`config.mk`:
```
export PLATFORM = sky130hd
export DESIGN_NAME = matvec_requant_stream
export DESIGN_NICKNAME = d
export VERILOG_FILES = /design/src/rtl/matvec_requant_stream.sv
export SDC_FILE = /design/constraint.sdc
export NUM_CORES = 1
export LEC_CHECK = 0
export CORE_ASPECT_RATIO = 1.75
export CORE_MARGIN = 2
export CORE_UTILIZATION = 40
export DETAILED_ROUTE_END_ITERATION = 7
export MAX_ROUTING_LAYER = met4
export PLACE_DENSITY_LB_ADDON = 0.3
export SETUP_SLACK_MARGIN = 0.02
export SKIP_LAST_GASP = 1
export SYNTH_ARGS = -nofsm -noshare
export SYNTH_HDL_FRONTEND = slang
export SYNTH_SLANG_ARGS = --single-unit
```
`constraint.sdc`:
```
create_clock -name clk -period 7.94 [get_ports clk]
set_input_delay 1.588 -clock clk [delete_from_list [all_inputs] [get_ports clk]]
set_output_delay 1.588 -clock clk [all_outputs]
set_load 0.1 [all_outputs]
```
`src/rtl/matvec_requant_stream.sv`:
```
// Requantizes one R-element accumulator vector (bias add, rounding shift, saturate, ReLU)
// and streams it out one element per beat; the next vector may be taken on the last beat.
module matvec_requant_stream #(
  parameter int R       = 8,
  parameter int W_Y     = 19,
  parameter int W_B     = 16,
  parameter int W_O     = 8,
  parameter int SHIFT_W = 5
) (
  input  logic                    clk,
  input  logic                    rstn,
  input  logic                    s_valid,
  output logic                    s_ready,
  input  logic [R-1:0][W_Y-1:0]   s_y,
  input  logic [R-1:0][W_B-1:0]   bias,
  input  logic [SHIFT_W-1:0]      shift,
  input  logic                    relu_en,
  output logic                    m_valid,
  input  logic                    m_ready,
  output logic [W_O-1:0]          m_data,
  output logic [$clog2(R)-1:0]    m_idx,
  output logic                    m_last
);
  localparam int IW     = $clog2(R);
  localparam int W_S    = ((W_Y > W_B) ? W_Y : W_B) + 2;
  localparam int SH_MAX = W_S - 2;
  localparam logic [0:0] IDLE = 1'b0;
  localparam logic [0:0] BUSY = 1'b1;
  localparam logic signed [W_S:0] O_MAX = (W_S+1)'((2**(W_O-1)) - 1);
  localparam logic signed [W_S:0] O_MIN = (W_S+1)'(-(2**(W_O-1)));

  logic [0:0]                state_q, state_d;
  logic [R-1:0][W_Y-1:0]     y_q, y_d;
  logic [R-1:0][W_B-1:0]     b_q, b_d;
  logic [SHIFT_W-1:0]        shift_q, shift_d;
  logic                      relu_q, relu_d;
  logic [IW-1:0]             idx_q, idx_d;
  logic                      accept, beat;

  assign m_valid = (state_q == BUSY);
  assign m_idx   = idx_q;
  assign m_last  = m_valid && (idx_q == IW'(R-1));
  assign beat    = m_valid && m_ready;
  // Combinational m_ready -> s_ready lets a new vector land on the last beat with no bubble.
  assign s_ready = (state_q == IDLE) || (beat && m_last);
  assign accept  = s_valid && s_ready;

  always_comb begin
    state_d = state_q;
    y_d     = y_q;
    b_d     = b_q;
    shift_d = shift_q;
    relu_d  = relu_q;
    idx_d   = idx_q;
    if (beat) begin
      idx_d = idx_q + 1'b1;
      if (m_last) state_d = IDLE;
    end
    if (accept) begin
      y_d     = s_y;
      b_d     = bias;
      shift_d = shift;
      relu_d  = relu_en;
      idx_d   = '0;
      state_d = BUSY;
    end
  end

  always_ff @(posedge clk or negedge rstn) begin
    if (!rstn) begin
      state_q <= IDLE;
      y_q     <= '0;
      b_q     <= '0;
      shift_q <= '0;
      relu_q  <= 1'b0;
      idx_q   <= '0;
    end else begin
      state_q <= state_d;
      y_q     <= y_d;
      b_q     <= b_d;
      shift_q <= shift_d;
      relu_q  <= relu_d;
      idx_q   <= idx_d;
    end
  end

  // Datapath reads only the captured buffer and idx, so m_data never sees s_* directly.
  logic signed [W_S:0]  sum, half, rnd;
  logic [31:0]          sh;
  logic signed [W_O-1:0] sat;

  always_comb begin
    sum = (W_S+1)'($signed(y_q[idx_q])) + (W_S+1)'($signed(b_q[idx_q]));
    sh  = 32'(shift_q);
    if (sh > 32'(SH_MAX)) sh = 32'(SH_MAX);
    half = '0;
    if (sh != 0) half = (W_S+1)'(1) <<< (sh - 1);
    rnd = (sum + half) >>> sh;
    if (rnd > O_MAX)      sat = O_MAX[W_O-1:0];
    else if (rnd < O_MIN) sat = O_MIN[W_O-1:0];
    else                  sat = rnd[W_O-1:0];
    m_data = (relu_q && sat < 0) ? '0 : sat;
  end
endmodule

```
# Yosys cells after proc, flatten, opt, wreduce, memory -nomap -nowiden
# Cells that the tools add are included.
dict set report op_classes {
  n_reduce_logical 10
  n_eq_ne 1
  bitwise_logic 1
  magnitude_cmp 5
  n_shift 2
  add_sub_neg 4
  n_mux 14
}
# operator count
set ops {}
lappend ops {{19-bit binary-select mux with 3-bit select} 1}
lappend ops {{16-bit binary-select mux with 3-bit select} 1}
lappend ops {{32-bit nonzero test} 1}
lappend ops {{2-bit by 32-bit <<< shifter with 22-bit output, first input constant} 1}
lappend ops {{22-bit by 32-bit >>> shifter with 22-bit output} 1}
lappend ops {{32-bit by 1-bit subtractor with 32-bit output, second input constant} 1}
lappend ops {{8-bit 2-to-1 mux} 3}
lappend ops {{20-bit by 22-bit adder with 22-bit output} 1}
lappend ops {{22-bit by 8-bit greater-than comparator with 1-bit output, second input constant} 1}
lappend ops {{22-bit by 8-bit less-than comparator with 1-bit output, second input constant} 1}
lappend ops {{22-bit 2-to-1 mux} 1}
lappend ops {{19-bit by 16-bit adder with 20-bit output} 1}
lappend ops {{19-bit 2-to-1 mux} 1}
lappend ops {{16-bit 2-to-1 mux} 1}
lappend ops {{8-bit by 1-bit less-than comparator with 1-bit output, second input constant} 1}
lappend ops {{3-bit 2-to-1 mux} 2}
lappend ops {{5-bit greater-than comparator, second input constant} 1}
lappend ops {{1-bit logical AND} 5}
lappend ops {{5-bit 2-to-1 mux} 1}
lappend ops {{3-bit by 4-bit less-than comparator with 1-bit output, second input constant} 1}
lappend ops {{2-bit nonzero test} 2}
lappend ops {{3-bit by 1-bit adder with 3-bit output, second input constant} 1}
lappend ops {{3-bit equality test, second input constant} 1}
lappend ops {{1-bit 2-to-1 mux} 3}
lappend ops {{3 further kinds} 3}
dict set report word_totals {
  elab_cells 57
  in_bits 290
  reg_bits 290
  output_inout_bits 14
}

# Longest topological paths before layout
# Gate-level depths: netlist of the first run.
dict set report logic_depth {
  depth_word 13
  depth_mapped 31
}

# Least setup slack after synthesis of the first run
# No wires, ideal clock.
dict set report synth_path {
  path_type {register to output}
  from {register idx_q[0], in the netlist m_idx[0]}
  to {output m_data[5]}
  path_stages_with_launch 18
  path_slack_ns -2.863
  required_ns 6.352
  t_arrival_ns 9.215
  path_buffers 3
  cell_sequence {dfrtp_1 buf_6 clkbuf_1 buf_1 mux4_2 mux2i_1 fa_1 fa_1 nor2b_1 o2111ai_1 a211o_1 a21o_1 a21oi_2 xor2_4 nor2_1 and2_1 a41oi_1 o311ai_1}
}
dict set report synth_between {
  elab_chain_cells 11
  elab_cells_between_ends 14
  cone_classes {add/sub: 2; order compare: 3; shift: 1; mux: 7; reduce/logical: 1}
}
# item line_no
set synth_lines {}
lappend synth_lines {{start, declared} 37} ;# logic [IW-1:0] idx_q, idx_d;
lappend synth_lines {{start signal, assigned} 83} ;# idx_q <= idx_d;
lappend synth_lines {{19-bit binary-select mux with 3-bit select or 16-bit binary-select mux with 3-bit select (tied branches)} 93} ;# sum = (W_S+1)'($signed(y_q[idx_q])) + (W_S+1)'($signed(b_q[idx_q]));
lappend synth_lines {{19-bit 2-to-1 mux (not written as such) or 16-bit 2-to-1 mux (tied branches)} 93}
lappend synth_lines {{19-bit by 16-bit adder with 20-bit output *} 93}
lappend synth_lines {{20-bit by 22-bit adder with 22-bit output *} 98} ;# rnd = (sum + half) >>> sh;
lappend synth_lines {{22-bit by 32-bit >>> shifter with 22-bit output *} 98}
lappend synth_lines {{22-bit by 8-bit less-than comparator with 1-bit output} 100} ;# else if (rnd < O_MIN) sat = O_MIN[W_O-1:0];
lappend synth_lines {{8-bit 2-to-1 mux} 100}
lappend synth_lines {{8-bit 2-to-1 mux *} 99} ;# if (rnd > O_MAX) sat = O_MAX[W_O-1:0];
lappend synth_lines {{8-bit by 1-bit less-than comparator with 1-bit output} 102} ;# m_data = (relu_q && sat < 0) ? '0 : sat;
lappend synth_lines {{1-bit logical AND} 102}
lappend synth_lines {{8-bit 2-to-1 mux *} 102}
lappend synth_lines {{end, declared} 20} ;# output logic [W_O-1:0] m_data,
# Every way passes the cells marked *; elsewhere a longest branch is shown, timed or not. The select of a mux whose other input is x is not followed.

# Worst setup path after layout of the first run
dict set report layout_path {
  from {register shift_q[2]}
  to {output m_data[6]}
}
dict set report layout_between {
  elab_chain_cells 13
  elab_cells_between_ends 15
  cone_classes {add/sub: 2; order compare: 4; shift: 2; mux: 5; reduce/logical: 2}
}
# item line_no
set layout_lines {}
lappend layout_lines {{start, declared} 35} ;# logic [SHIFT_W-1:0] shift_q, shift_d;
lappend layout_lines {{start signal, assigned} 81} ;# shift_q <= shift_d;
lappend layout_lines {{5-bit greater-than comparator} 95} ;# if (sh > 32'(SH_MAX)) sh = 32'(SH_MAX);
lappend layout_lines {{5-bit 2-to-1 mux *} 95}
lappend layout_lines {{32-bit by 1-bit subtractor with 32-bit output} 97} ;# if (sh != 0) half = (W_S+1)'(1) <<< (sh - 1);
lappend layout_lines {{2-bit by 32-bit <<< shifter with 22-bit output} 97}
lappend layout_lines {{22-bit 2-to-1 mux} 97}
lappend layout_lines {{20-bit by 22-bit adder with 22-bit output} 98}
lappend layout_lines {{22-bit by 32-bit >>> shifter with 22-bit output *} 98}
lappend layout_lines {{22-bit by 8-bit less-than comparator with 1-bit output} 100}
lappend layout_lines {{8-bit 2-to-1 mux} 100}
lappend layout_lines {{8-bit 2-to-1 mux *} 99}
lappend layout_lines {{8-bit by 1-bit less-than comparator with 1-bit output} 102}
lappend layout_lines {{1-bit logical AND} 102}
lappend layout_lines {{8-bit 2-to-1 mux *} 102}
# Every way passes the cells marked *; elsewhere a longest branch is shown, timed or not.

==> run summary, run 1 <==
Worst Max-Slew Pin Slew = 1.225 ns
post-synthesis instance total = 1246
Multi-input gate area = 9315 um^2
Yosys cell types = 83
post-layout instance area = 22370 um^2
placed insts = 2087
top cells by count, synth = mux2_2 (318), dfrtp_1 (290), mux4_2 (70)
crit path max fanout = 5
DP Wirelength = 40.30 mm
Hold Crit Class = flip-flop to flip-flop
wl on met1 = 17.32 mm
PortBufs = 303
DR iter-0 viols = 575
largest net degree at the start of global routing = 187
Via density = 5.517
nets = 1938
Setup Viol. Count Final = 7
Final Cycle Share = 1.032
Worst Setup EP = m_data[6]
DRT antenna net count = 0
FILL cells = 3401
area post-placement = 20790 um^2
layout cell share with drive strength beyond 1 = 0.4060
routability cong. = 0.9250
final setup margin = -0.2511 ns
cell area after synthesis = 16310 um^2
Clock Path Buffers = 3
Setup crit start = shift_q[2]$_DFFE_PN0P_
die area = 42480 um^2
top-area cell type share of the netlist area = 0.4449
Syn Area/Cell = 13.09 um^2
number of core rows = 97
count leader, synth = mux2_2
Synth Warn # = 0
Die Ht = 271.2 um
Yosys top cell by area = dfrtp_1
RSZ-0062 raised after global routing = true
Post-synth top flop = dfrtp_1
skew final = 0.03593 ns
Pre-Repair DR Iteration Count = 5
Hold Vio Cnt, Final = 0
WP data arrival = 6.60 ns
metal2 WL = 29.93 mm
Die X = 156.7 um
post-synthesis async set-or-reset flop share = 1.000
Worst R2R Start = m_idx[0]$_DFFE_PN0P_
Max Used Layer = met4
pre-CTS setup slack = -0.08989 ns
R2R Path End = shift_q[4]$_DFFE_PN0P_
Worst path slowest cell = or4_4
Skew-Pair Late Insertion Delay = 0.58 ns
Critical Path Max Stage Delay = 0.57 ns
core region area = 40170 um^2
CTS tree = built
HP Start = y_q[56]$_DFFE_PN0P_
Setup Crit Path Kind = flip-flop to output port
Via Count = 12020
worst r2r path cells = 8
failing checks = negative setup slack
clock-pin slew on the worst setup and hold paths = 0.06 ns
# DRC = 0
wire length per cell = 23.90 um
met3 WL = 1.812 mm
CTS H-Tree Depth = 1
total grt overflow = 0
clk sink count = 290
hold_ws = 0.4998 ns
initial antenna violation count = 11
first-pass GRT wire length = 78.03 mm
Worst Path Required = 6.35 ns
CTS buffer count = 29
Slew Viols, Final = 0
Detailed Route WL = 52.06 mm
fmax = 0.1221 GHz
crit path launch type = flip-flop
Tmin final = 8.191 ns
Post-synth EDFFs = 0
vias in the first global route = 13210
initial core utilization = 0.4061
max_slew headroom = 0.1834
Tot GR Track Use = 0.2535
Reg2Reg Setup Slack = 4.61 ns
clock root cell = clkbuf_16
io pins = 304
outcome = finished, violations left
Hold Crit Depth = 1
ranking of synthesized cells by area = dfrtp_1 (44%), mux2_2 (22%), mux4_2 (9.7%), fa_1 (2.7%), ha_1 (1.9%)
final cell count without fillers = 2178
P&R area growth vs syn = 37.12%
Seq cells post-synth = 290
Seq/Total Area, Yosys = 0.4449
FF+latch area = 7266 um^2
number of max-cap violations = 0
net count after synthesis = 1583
Crit. End Element = output port
## cell type report
type	count	share of cell area
timing repair buffer	405	0.1783
inverter	23	0.004083
clock buffer	44	0.03809
clock inverter	9	0.006656
tap	544	0.03043
antenna	11	0.001231
sequential	290	0.3248
multi-input combinational	852	0.4164
## critical path: cells and delay by family (launching register included)
family          cells  cell delay [ns]
simple gates        6             1.71
compound gates      9             1.65
fa+ha+maj           4             1.13
buf+inv             6             0.84
flops               1             0.37
xor+xnor            1             0.22
mux                 1             0.11
## registers in the layout, indices dropped and copies added (netlist names)
register	cells
y_q	152
b_q	128
shift_q	5
m_idx	3
m_valid	1
relu_q	1
## metal layers
layer  up-vias  GRT usage
met2       316     0.4725
met5         -          -
li1       5391          -
met4         0     0.1400
met1      6180     0.2508
met3       128    0.03113
## per-stage QoR
stage	setup TNS (ns)	utilization
after floorplan	-0.3425	-
after global placement	0	0.5174
after detailed placement	-0.3976	0.5174
after CTS	-1.392	0.5538
after global routing	-3.308	0.5568
final	-1.577	0.5568
## cells by family (layout without fill, tap and decap cells)
| kind of cell | after synthesis | in the layout | share of synthesized area |
|---|---|---|---|
| compound gates | 176 | 176 | 0.07793 |
| mux | 414 | 414 | 0.3332 |
| other cells | 0 | 11 | 0 |
| flops | 290 | 290 | 0.4449 |
| xor+xnor | 22 | 22 | 0.01503 |
| simple gates | 193 | 193 | 0.05783 |
| buf+inv | 104 | 481 | 0.02500 |
| fa+ha+maj | 47 | 47 | 0.04617 |
## how the worst min path moves through the flow
stage	end	slack [ns]
2_1_floorplan	b_q[100]$_DFFE_PN0P_	0.47
3_3_place_gp	y_q[20]$_DFFE_PN0P_	0.48
3_5_place_dp	y_q[117]$_DFFE_PN0P_	0.49
4_1_cts	y_q[117]$_DFFE_PN0P_	0.50
5_1_grt	b_q[102]$_DFFE_PN0P_	0.51
6_report	y_q[56]$_DFFE_PN0P_	0.50
## timing repair
item                                   CTS  global route
setup endpoints to repair                7             7
gates resized for setup                 59             9
endpoints found under the hold margin    0             0
pin swaps                               36             0
buffers inserted                        20             7
hold buffers                             0             0
## cell usage in the layout (no fill, tap or decap), types with 11 or more instances in the layout
cell type / n
mux2_2: 316
clkdlybuf4s50_1: 294
dfrtp_1: 287
buf_4: 93
mux4_2: 70
nand2_1: 54
nor2_1: 40
a21oi_1: 32
clkbuf_16: 29
o21ai_0: 23
mux2i_1: 19
fa_1: 19
o211ai_1: 16
buf_12: 16
inv_1: 15
nand3_1: 15
ha_1: 14
a21o_1: 13
diode_2: 11
xnor2_1: 11
Power of run 1 is left out: the tool's default activity adds up to more than one toggle a clock period on the data nets, which glitch-free logic cannot reach.
==> run 2: changes to the inputs <==
--- a/config.mk
+++ b/config.mk
@@ -9,9 +9,9 @@
 export CORE_MARGIN = 2
 export CORE_UTILIZATION = 40
 export DETAILED_ROUTE_END_ITERATION = 7
+export GPL_TIMING_DRIVEN = 0
 export MAX_ROUTING_LAYER = met4
 export PLACE_DENSITY_LB_ADDON = 0.3
-export SETUP_SLACK_MARGIN = 0.02
 export SKIP_LAST_GASP = 1
 export SYNTH_ARGS = -nofsm -noshare
 export SYNTH_HDL_FRONTEND = slang
==> run summary, run 2 (synthesis gave the netlist of run 1 again) <==
die area = 42480 um^2 (unchanged)
Via Count = 12240 (+1.9%)
Crit. End Element = output port
clk sink count = 290 (unchanged)
commonest non-fill, non-tap cell in the layout = mux2_2
# DRC = 0 (unchanged)
DP Wirelength = 44.06 mm (+9.3%)
Largest regs = y_q x152, b_q x128, shift_q x5
Die Ht = 271.2 um (unchanged)
failing checks = negative setup slack
Hold Crit Class = flip-flop to flip-flop
Reg2Reg Setup Slack = 4.63 ns (+0.02 ns)
CTS tree = built
Hold Buf Count CTS = 0 (unchanged)
final core occ = 0.5587 (+0.001868)
nets = 1964 (+1.3%)
Clock Path Buffers = 3 (unchanged)
core region area = 40170 um^2 (unchanged)
CTS H-Tree Depth = 1 (unchanged)
Slew Viols, Final = 0 (unchanged)
Pre-Repair DR Iteration Count = 5 (unchanged)
max_slew headroom = 0.2481 (+0.06468)
Via density = 5.546 (+0.53%)
Biggest register = y_q
HP Start = b_q[105]$_DFFE_PN0P_
max reg flops = 152 (unchanged)
wire length per cell = 25.43 um (+6.4%)
outcome = finished, violations left
crit path launch type = flip-flop
crit path max fanout = 6 (+1)
RSZ-0062 raised after global routing = true
final cell count without fillers = 2207 (+1.3%)
Final Cycle Share = 1.093 (+0.06118)
Tot GR Track Use = 0.2743 (+0.02075)
DRT antenna net count = 0 (unchanged)
vias in the first global route = 13580 (+2.8%)
worst r2r path cells = 8 (unchanged)
DR iter-0 viols = 686 (+19%)
Worst R2R Start = m_idx[1]$_DFFE_PN0P_
number of core rows = 97 (unchanged)
largest net degree at the start of global routing = 121 (-35%)
io pins = 304 (unchanged)
skew final = 0.01970 ns (-0.01623 ns)
pre-CTS setup slack = -2.146 ns (-2.057 ns)
Worst Hold Path EP = b_q[105]$_DFFE_PN0P_
Tmin final = 8.677 ns (+0.4858 ns)
Worst Max-Slew Pin Slew = 1.128 ns (-0.09703 ns)
initial core utilization = 0.4061 (unchanged)
R2R Path End = b_q[113]$_DFFE_PN0P_
total grt overflow = 0 (unchanged)
fmax = 0.1152 GHz (-5.6%)
Hold Crit Depth = 1 (unchanged)
final setup margin = -0.7369 ns (-0.4858 ns)
first-pass GRT wire length = 83.56 mm (+7.1%)
Worst Path Required = 6.35 ns (about the same)
layout cell share with drive strength beyond 1 = 0.3959 (-0.01017)
Hold Vio Cnt, Final = 0 (unchanged)
clock root cell = clkbuf_16
PortBufs = 303 (unchanged)
Setup Crit Path Kind = flip-flop to output port
routability cong. = 0.9194 (-0.61%)
hold_ws = 0.4999 ns (+0.00007600 ns)
Skew-Pair Late Insertion Delay = 0.56 ns (-0.02 ns)
initial antenna violation count = 16 (+5)
Die X = 156.7 um (unchanged)
CTS buffer count = 27 (-6.9%)
P&R area growth vs syn = 37.58%
number of max-cap violations = 0 (unchanged)
most frequent cells in the layout = mux2_2 (316), clkdlybuf4s50_1 (294), dfrtp_1 (284)
WP data arrival = 7.09 ns (+0.49 ns)
placed insts = 2095 (+0.38%)
clock-pin slew on the worst setup and hold paths = 0.06 ns (about the same)
Setup Viol. Count Final = 7 (unchanged)
Detailed Route WL = 56.14 mm (+7.8%)
FILL cells = 3409 (+0.24%)
-- run 2: cell types whose count changed in the layout (fill, tap and decap cells not counted), sizes merged --
| cell | delta |
|---|---|
| bufinv | +2 |
| clkdlybuf4s15 | +1 |
| clkinvlp | -1 |
| clkbuf | +48 |
| dlygate4sd2 | +1 |
| buf | -28 |
| diode | +5 |
| clkinv | +1 |
-- run 2: worst max path at each step --
stage	depth (start not counted)	from	end	slack, ns
3_3_place_gp	1	rstn	m_idx[1]$_DFFE_PN0P_	-8.88
4_1_cts	29	shift_q[2]$_DFFE_PN0P_	m_data[5]	-0.78
3_5_place_dp	23	shift_q[0]$_DFFE_PN0P_	m_data[6]	-2.15
2_1_floorplan	26	shift_q[2]$_DFFE_PN0P_	m_data[2]	-0.11
6_report	27	shift_q[1]$_DFFE_PN0P_	m_data[5]	-0.74
5_1_grt	29	shift_q[2]$_DFFE_PN0P_	m_data[5]	-0.95
-- run 2: layer usage --
layer  GRT usage  up-vias  wire [um]
met3     0.03225      129       2039
met5           -        -          0
li1            -     5453          -
met2      0.5096      333      31740
met1      0.2791     6325      19380
met4      0.1391        0       2975
-- run 2: final cells by class --
| cell class | count | area (um^2) | area share |
|---|---|---|---|
| Multi-Input combinational cell | 852 | 9380 | 0.4179 |
| Sequential cell | 290 | 7269 | 0.3239 |
| Timing Repair Buffer | 357 | 3572 | 0.1592 |
| Clock buffer | 38 | 797.0 | 0.03551 |
| Tap cell | 544 | 680.7 | 0.03033 |
| Buffer | 76 | 417.9 | 0.01862 |
| Clock inverter | 11 | 187.7 | 0.008362 |
| Inverter | 23 | 98.84 | 0.004404 |
| Antenna cell | 16 | 40.04 | 0.001784 |
-- run 2: timing repair --
| action | 4_1_cts | 5_1_grt |
|---|---|---|
| gates resized for setup | 152 | 34 |
| pin swaps | 28 | 30 |
| buffers inserted | 33 | 19 |
| setup endpoints to repair | 8 | 8 |
-- run 2: stage by stage --
step / TNS (ns) / area, um^2
finish: -4.967 / 22440
global route: -6.449 / 22440
CTS: -5.205 / 22200
detailed placement: -15.12 / 20500
global placement: -2024.28 / 20440
floorplan: -0.3425 / 16730
-- run 2: critical path, cell delays in order, from the launching register on --
cell and delay (ns):
dfrtp_2 0.42, nand2b_4 0.20, inv_6 0.04, buf_8 0.11
buf_12 0.13, ha_4 0.17, o21a_1 0.14, ha_4 0.19
nor3_4 0.30, nand3_2 0.18, or2_4 0.30, fa_1 0.52
inv_2 0.04, ha_4 0.28, o211ai_1 0.14, o211ai_1 0.36
nand4_1 0.25, mux2i_2 0.32, a21oi_1 0.13, a21oi_2 0.21
a222oi_1 0.12, buf_4 0.21, or4_4 0.53, o41ai_4 0.42
nand3_1 0.15, o211ai_1 0.29, o311ai_4 0.16, buf_12 0.20
Power of run 2 is left out for the same reason.
